$ cat src/rtl/mem_access_if.sv
// Word-organised data-memory bus between the memory-stage controller and the RAM.
// The controller drives the request side; the memory answers with ack/rdata.
interface mem_access_if;
  logic        mem_req;
  logic        mem_we;
  logic [14:0] mem_addr;
  logic [1:0]  mem_be;
  logic [15:0] mem_wdata;
  logic        mem_ack;
  logic [15:0] mem_rdata;

  modport master (
    output mem_req,
    output mem_we,
    output mem_addr,
    output mem_be,
    output mem_wdata,
    input  mem_ack,
    input  mem_rdata
  );

  modport slave (
    input  mem_req,
    input  mem_we,
    input  mem_addr,
    input  mem_be,
    input  mem_wdata,
    output mem_ack,
    output mem_rdata
  );
endinterface

$ cat src/rtl/mem_access.sv
// Memory-stage access controller: turns an EX/MEM load/store into a req/ack
// transaction on a big-endian word memory and stalls the pipeline until it ends.
module mem_access #(
  parameter int TIMEOUT = 15
) (
  input  logic                clk,
  input  logic                rst,
  input  logic                inValid,
  input  logic                memRd,
  input  logic                memWrt,
  input  logic                byteMode,
  input  logic [15:0]         ALUResult,
  input  logic [15:0]         op1Val,
  mem_access_if.master        mem,
  output logic [15:0]         memRead,
  output logic                stall,
  output logic                memErr
);

  typedef enum logic [1:0] {
    IDLE = 2'd0,
    BUSY = 2'd1,
    DONE = 2'd2
  } state_t;

  localparam logic [7:0] TMO = 8'(TIMEOUT);

  state_t      state_q;
  logic [7:0]  cnt_q;
  logic        req_q;
  logic        we_q;
  logic [14:0] addr_q;
  logic [1:0]  be_q;
  logic [15:0] wdata_q;
  logic [15:0] rdata_q;
  logic        err_q;

  logic        access;
  logic        misalign;
  logic [1:0]  be_d;
  logic [15:0] wdata_d;
  logic [15:0] load_d;
  logic [7:0]  cnt_d;

  // Byte lane 0 (address bit 0 clear) is the high byte of the word.
  function automatic logic [1:0] lane_be(input logic bm, input logic a0);
    if (!bm)    return 2'b11;
    else if (a0) return 2'b01;
    else         return 2'b10;
  endfunction

  function automatic logic [15:0] load_extract(input logic [15:0] w, input logic [1:0] be);
    case (be)
      2'b10:   return {{8{w[15]}}, w[15:8]};
      2'b01:   return {{8{w[7]}}, w[7:0]};
      default: return w;
    endcase
  endfunction

  always_comb begin
    access   = inValid & (memRd | memWrt);
    misalign = ~byteMode & ALUResult[0];
    be_d     = lane_be(byteMode, ALUResult[0]);
    wdata_d  = byteMode ? {op1Val[7:0], op1Val[7:0]} : op1Val;
    load_d   = load_extract(mem.mem_rdata, be_q);
    cnt_d    = cnt_q + 8'd1;
  end

  always_ff @(posedge clk or negedge rst) begin
    if (!rst) begin
      state_q <= IDLE;
      cnt_q   <= '0;
      req_q   <= 1'b0;
      we_q    <= 1'b0;
      addr_q  <= '0;
      be_q    <= '0;
      wdata_q <= '0;
      rdata_q <= '0;
      err_q   <= 1'b0;
    end else begin
      err_q <= 1'b0;
      case (state_q)
        IDLE: begin
          if (access) begin
            if (misalign) begin
              err_q   <= 1'b1;
              rdata_q <= '0;
            end else begin
              // A set memWrt wins over memRd: the access becomes a store.
              req_q   <= 1'b1;
              we_q    <= memWrt;
              addr_q  <= ALUResult[15:1];
              be_q    <= be_d;
              wdata_q <= wdata_d;
              cnt_q   <= '0;
              state_q <= BUSY;
            end
          end
        end
        BUSY: begin
          if (mem.mem_ack) begin
            req_q   <= 1'b0;
            state_q <= DONE;
            if (!we_q) rdata_q <= load_d;
          end else begin
            cnt_q <= cnt_d;
            if (cnt_d == TMO) begin
              req_q   <= 1'b0;
              err_q   <= 1'b1;
              rdata_q <= '0;
              state_q <= DONE;
            end
          end
        end
        DONE: begin
          state_q <= IDLE;
        end
        default: begin
          state_q <= IDLE;
        end
      endcase
    end
  end

  // Gated by rst so an in-flight access releases the pipeline during reset.
  assign stall = rst & (((state_q == IDLE) & access & ~misalign) | (state_q == BUSY));

  assign mem.mem_req   = req_q;
  assign mem.mem_we    = we_q;
  assign mem.mem_addr  = addr_q;
  assign mem.mem_be    = be_q;
  assign mem.mem_wdata = wdata_q;
  assign memRead       = rdata_q;
  assign memErr        = err_q;

endmodule

$ cat src/flat_wrapper.sv
// flat-port wrapper written by rule: the top's interface ports become plain ports
module mem_access_flat 
#(
  parameter int TIMEOUT = 15
)
  (clk, rst, inValid, memRd, memWrt, byteMode, ALUResult, op1Val, memRead, stall, memErr, mem_mem_req, mem_mem_we, mem_mem_addr, mem_mem_be, mem_mem_wdata, mem_mem_ack, mem_mem_rdata);
  mem_access_if mem_i ();
  input  logic clk;
  input  logic rst;
  input  logic inValid;
  input  logic memRd;
  input  logic memWrt;
  input  logic byteMode;
  input  logic [15:0] ALUResult;
  input  logic [15:0] op1Val;
  output logic [15:0] memRead;
  output logic stall;
  output logic memErr;
  output wire logic [$bits(mem_i.mem_req)-1:0] mem_mem_req;
  output wire logic [$bits(mem_i.mem_we)-1:0] mem_mem_we;
  output wire logic [$bits(mem_i.mem_addr)-1:0] mem_mem_addr;
  output wire logic [$bits(mem_i.mem_be)-1:0] mem_mem_be;
  output wire logic [$bits(mem_i.mem_wdata)-1:0] mem_mem_wdata;
  input wire logic [$bits(mem_i.mem_ack)-1:0] mem_mem_ack;
  input wire logic [$bits(mem_i.mem_rdata)-1:0] mem_mem_rdata;
  assign mem_mem_req = mem_i.mem_req;
  assign mem_mem_we = mem_i.mem_we;
  assign mem_mem_addr = mem_i.mem_addr;
  assign mem_mem_be = mem_i.mem_be;
  assign mem_mem_wdata = mem_i.mem_wdata;
  assign mem_i.mem_ack = mem_mem_ack;
  assign mem_i.mem_rdata = mem_mem_rdata;
  mem_access #(.TIMEOUT(TIMEOUT)) u_core (.clk(clk), .rst(rst), .inValid(inValid), .memRd(memRd), .memWrt(memWrt), .byteMode(byteMode), .ALUResult(ALUResult), .op1Val(op1Val), .mem(mem_i), .memRead(memRead), .stall(stall), .memErr(memErr));
endmodule
$ cat config.mk
export PLATFORM = sky130hd
export DESIGN_NAME = mem_access_flat
export DESIGN_NICKNAME = d
export VERILOG_FILES = /design/src/rtl/mem_access_if.sv /design/src/rtl/mem_access.sv /design/src/flat_wrapper.sv
export SDC_FILE = /design/constraint.sdc
export NUM_CORES = 1
export LEC_CHECK = 0
export ABC_CLOCK_PERIOD_IN_PS = 5600
export CAP_MARGIN = 20
export CORE_MARGIN = 1.5
export CORE_UTILIZATION = 40
export CTS_CLUSTER_SIZE = 25
export DETAILED_ROUTE_END_ITERATION = 6
export PLACE_DENSITY = 0.75
export RECOVER_POWER = 100
export SYNTH_ARGS = -nofsm -noshare
export SYNTH_HDL_FRONTEND = slang
export SYNTH_SLANG_ARGS = --single-unit
$ cat constraint.sdc
create_clock -name clk -period 5.6 [get_ports clk]
set_input_delay 0.56 -clock clk [delete_from_list [all_inputs] [get_ports clk]]
set_output_delay 0.56 -clock clk [all_outputs]
set_load 0.005 [all_outputs]
==> metrics.txt, run 1 <==
status=finished, final reports clean; fin crit share=around three fifths; Final Hold Vio Count=0; commonest register cell after synthesis=dfrtp_1; initial core utilization=about 40%; part of the Yosys area used for sequential elements=roughly 55%; synth warn=0; Pleak=1.74 nW; Hold Path Class=in2async; Synth area leaders=dfrtp_1 55%, mux2_2 8.9%, o2bb2ai_1 5.3%; Final Wtd Congestion=0.781; Post-Layout Inst Area=4080 µm²; Vias/cell=4.97; Worst-Skew Late Latency=around 340 ps; pin count of the biggest net entering global routing=64; Port Buffer Count=~110; number of global-route vias before repair=roughly 2.2k; CTS Sinks=62; Final Non-Filler Cells=443; Setup crit start kind=primary input; area of the mapped netlist=2800 µm²; drt first pass iters=4; nets@finish=approximately 400; Period minus WS final=approximately 3400 ps; RSZ-0062 raised after global routing=no; CP required=5040 ps; # rows=30; area leader, netlist=dfrtp_1; first-pass GRT wire length=10100 µm; core area=6790 µm²; Die X=~87 µm; Slew Limit Fails=0; #FFs+latches synth=between 60 and 70; max_slew headroom=approximately 4.4%; Synth async-reset ratio=between 90% and 100%; total routed wirelength=6240 µm; Ports=around 110; Pwr Density=roughly 400 nW/µm²; Starting DRT DRC Count=~130; initial antenna violation count=0; Gate Count Post-Synth=approximately 230; Max Cap Viol=0; hold_buf cts=0; Synth top area share=between 50% and 60%; # fillers=about 570; fmax=between 0.2 and 0.3 GHz; post-placement cell count=428; diode count=0; final setup vio count=0; Layout area overhead=45.8%; CP arrival=about 2900 ps; drt wl/cell=14.1 µm; Cell Area, Placed=roughly 4000 µm²; Post-route DRC=0; worst slew pin tran=between 1000 and 1500 ps; clk slew on worst S/H paths=~70 ps; H-tree lvl count=3; total global routing overflow=0; Total GRT Usage=17.9%; synth unique cells=37; Die H=between 80 and 90 µm; Post-DP HPWL=~4500 µm; layout cells sized above 1=approximately an eighth; Final Core Density=around three fifths; maximum vdd drop=0.188 mV; setup TNS=0 ps; CTS tree=built; Crit Path Class=in2out; post-synth net total=approximately 300; clock tree buffer depth=2; CP Capture Type=output port; Post CTS Setup Buffer Count=0; CTS buffer count=9; post_cts resized=0; Post-synth EDFFs=0; ANT nets after route=0; syn avg cell area=12.0 µm²; die footprint=approximately 7500 µm²; via count=2201; Worst Skew=about 9.3 ps; CTS root buf=clkbuf_8; CP max FO=11
## cells in the mapped netlist (all sizes together) (2+ instances only)
master,number
a21oi,10
a221oi,2
a22oi,7
buf,4
clkbuf,7
dfrtp,62
ha,4
inv,6
mux2,24
mux2i,8
nand2,16
nand2b,3
nand3,4
nor2,17
nor2b,11
nor3,3
o21a,2
o21ai,11
o22a,2
o2bb2ai,17
or2,2
xor2,3
## cell type report
cell class,instances,area (µm²),area share (%)
multi-input cells,155,1130,27.7
clock inverters,4,22.5,0.552
flip-flops and latches,62,1550,38.1
clock buffers,11,151,3.71
well taps,96,120,2.95
inverters,6,22.5,0.552
repair buffers,109,1080,26.5
## report_power, final
part / switching, mW / total (mW) / internal (mW)
combinational: 0.211 / 0.564 / 0.352
clock: 0.165 / 0.345 / 0.180
sequential: 0.0828 / 0.675 / 0.592
total: 0.459 / 1.58 / 1.12
## layout by cell type, fill, tap and decap left out, drive strengths merged, types with 2 or more instances in the layout
cell type,count
nor3,3
inv,6
o21ai,11
o2bb2ai,17
xor2,3
nand2b,3
clkdlybuf4s50,52
a21oi,10
nor2b,11
ha,4
dlygate4sd3,54
o22a,2
mux2i,8
o21a,2
clkinv,3
nand2,16
or2,2
nor2,17
dfrtp,62
nand3,4
clkbuf,11
buf,3
a221oi,2
a22oi,7
mux2,24
## worst max-delay path, stage by stage
cell	delay, ps
dlygate4sd3_1	890
inv_1	90
a2111oi_0	570
o21a_1	170
dlygate4sd3_1	580
## cells by family after synthesis
family	Yosys count	share of synthesized area, %
AO/OA/AOI/OAI	55	15.0
AND/OR/NAND/NOR	60	11.0
XOR/XNOR	4	1.25
multiplexers	32	12.5
adder cells (fa/ha/maj)	4	1.79
buffers and inverters	17	2.95
flip-flops	62	55.5
## state kept, by name (all words and copies together), names as in the netlist
register and count:
u_core.mem.mem_wdata 16, u_core.memRead 16, u_core.mem.mem_addr 15, u_core.cnt_q 8, u_core.mem.mem_be 2, u_core.state_q 2
u_core.mem.mem_req 1, u_core.mem.mem_we 1, u_core.memErr 1
## path summary, 6_finish.rpt
kind | start | endpoint | slack [ps] | cells past startpoint
max | byteMode | stall | 2180 | 5
min | rst | u_core.memRead[11] | 370 | 2
max reg2reg | u_core.cnt_q[0] | u_core.memRead[5] | 3020 | 6
min reg2reg | u_core.memRead[8] | u_core.memRead[8] | 480 | 1
max in group asynchronous | rst | u_core.memErr | 4690 | 2
min in group clk | u_core.memRead[8] | u_core.memRead[8] | 480 | 1
## through the flow
stage          setup slack, ps  hold WS, ps  total power, mW
6_report                  2180          371             1.58
5_1_grt                   1960          462             1.69
4_1_cts                   2460          412             1.67
3_5_place_dp              2470          473             1.31
3_3_place_gp              2480          471             1.30
2_1_floorplan             3290          264            0.936
## metal layers
layer / track usage [%] / share of wire (%) / routed length, µm / vias up
met5: 0 / 0 / 0 / -
met4: 7.92 / 2.3 / 144 / 0
met3: 10.1 / 11 / 669 / 16
met2: 28.0 / 45 / 2830 / 93
met1: 19.9 / 42 / 2600 / 1034
li1: - / - / - / 1058
(Power assumes the default switching activity.)
==> run 2, diff against run 1 <==
ABC_CLOCK_PERIOD_IN_PS = 3150   (was 5600)
CORE_UTILIZATION = 39   (was 40)
PLACE_DENSITY = 0.76   (was 0.75)
clock period = 3.15 ns   (was 5.6 ns; I/O delays follow)
==> run 2 against run 1 <==
- sequential power increased by 79%
- setup slack got worse by 1500 ps
- design area increased by 2.5%
- routed wire length increased by 8.7%
- hold slack improved by 110 ps
- clock skew decreased by 3.3 ps
- critical path depth increased by 1
- via count increased by 0.36%
- register-to-register slack got worse by 2400 ps
- utilization increased by 0.86 points
- clock power increased to 2.6 times the previous value
- non-clock buffer count increased by 1
- largest cell class unchanged
==> metrics.txt, run 2 (synthesis gave the netlist of run 1 again) <==
fmax=between 0.3 and 0.4 GHz; clock tree buffer depth=2; Setup crit start kind=flip-flop; fin crit share=80.1%; via count=~2.2k; Starting DRT DRC Count=84; clk slew on worst S/H paths=approximately 70 ps; Reg power frac=38.9%; number of global-route vias before repair=~2.2k; hold_buf cts=0; Int Power=2.25 mW; Die X=approximately 88 µm; setup TNS=0 ps; Max Cap Viol=0; CP max stage cell=clkbuf_2; total global routing overflow=0; Slew Limit Fails=0; Port Buffer Count=107; CTS tree=built; Critical Path Max Stage Delay=about 800 ps; Pwr Density=roughly 740 nW/µm²; # fillers=about 570; clock power share=~29%; Post CTS Setup Buffer Count=0; Final Wtd Congestion=between 0.8 and 0.9; die footprint=~7700 µm²; Vias/cell=a little under 5; # rows=30; drt first pass iters=5; Overall Power=3.10 mW; Total GRT Usage=a little under a fifth; Post-DP HPWL=slightly below 5000 µm; post_cts resized=0; CTS root buf=clkbuf_8; Worst Skew=between 5 and 6 ps; Hold Slack=approximately 480 ps; max_slew headroom=under 10%; final setup vio count=0; Hold Path Class=reg2reg; Cell Area, Placed=slightly below 4000 µm²; highest-count cells in the layout ignoring fill and taps=62 x dfrtp_1, 53 x clkdlybuf4s50_1, 53 x dlygate4sd3_1; nets@finish=403; CP most frequent cell=o21ai_0; drt wl/cell=between 15 and 20 µm; status=finished, final reports clean; Comb pwr share=32.4%; CP max FO=between 40 and 50; RSZ-0062 raised after global routing=no; Crit Path Class=reg2reg; ANT nets after route=0; worst path cell trace=nand2b_1 > a2111oi_4 > clkbuf_2 > nor2_1 > o21ai_0 > o21ai_0; Ports=around 110; core area=a little under 7000 µm²; total routed wirelength=between 6000 and 7000 µm; initial antenna violation count=0; first-pass GRT wire length=between 10000 and 15000 µm; Worst-Skew Late Latency=340 ps; switch share=a little over a quarter; commonest non-fill, non-tap cell in the layout=dfrtp_1; post-placement cell count=about 430; Die H=~90 µm; Final Non-Filler Cells=~450; maximum vdd drop=about 0.38 mV; Layout area overhead=49.5%; Final Hold Vio Count=0; diode count=0; initial core utilization=just over 40%; Period minus WS final=about 2500 ps; CP Capture Type=flip-flop; CP required=3360 ps; layout cells sized above 1=roughly 13%; worst slew pin tran=around 1500 ps; CTS buffer count=9; Post-Layout Inst Area=around 4200 µm²; CP arrival=between 2000 and 3000 ps; H-tree lvl count=3; Post-route DRC=0; Psw=0.852 mW; Pleak=approximately 1.8 nW; pin count of the biggest net entering global routing=63; CTS Sinks=62
==> run 2: cell types whose count changed in the layout (fill, tap and decap cells not counted), sizes merged <==
cell and change:
bufinv +3, clkbuf +3, buf -2, clkinv -2
clkdlybuf4s50 +1, clkinvlp -1, dlygate4sd3 -1, inv +1
==> run 2: path summary, 6_finish.rpt <==
kind                       slack, ps                       end  depth (start not counted)               start
setup / recovery                 630           u_core.cnt_q[7]                          6   u_core.state_q[0]
hold / removal                   480        u_core.memRead[14]                          1  u_core.memRead[14]
setup reg to reg                 630           u_core.cnt_q[7]                          6   u_core.state_q[0]
hold reg to reg                  480        u_core.memRead[14]                          1  u_core.memRead[14]
max in group asynchronous       1680  u_core.mem.mem_wdata[13]                          2                 rst
min in group asynchronous        570        u_core.memRead[14]                          2                 rst
==> run 2: area by class of cell <==
class	count	area [µm²]	share of cell area, %
inverter	6	22.5	0.539
sequential	62	1550	37.1
timing repair buffer	110	1080	25.9
clock buffer	11	151	3.62
multi-input combinational	155	1150	27.5
clock inverter	5	104	2.48
tap	96	120	2.87
==> run 2: power by group through the flow <==
stage          clock network, mW  registers [mW]  logic (mW)
2_1_floorplan                  0            1.23       0.434
3_3_place_gp                   0            1.22        1.08
3_5_place_dp                   0            1.23        1.10
4_1_cts                    0.906            1.22        1.11
5_1_grt                    0.944            1.24        1.10
6_report                   0.890            1.21        1.00
==> run 2: worst max-delay path, delay by kind of cell (launching register included) <==
family | cells | cell delay (ps)
AOI/OAI and AO/OA | 3 | 630
and+or+nand+nor | 2 | 530
buffers and inverters | 1 | 800
DFF | 1 | 430
==> run 2: routing by layer <==
metal,up-vias,share of wire [%],global-route usage [%]
met4,0,1.2,7.36
met2,79,49,29.4
met5,-,0,0
met3,6,5.7,4.43
li1,1061,-,-
met1,1063,44,23.2
==> run 2: through the flow <==
stage,setup slack [ps],util (%)
final,627,60.9
after global routing,390,60.9
after CTS,877,61.1
after detailed placement,726,57.4
after global placement,784,57.4
after floorplan,1220,-
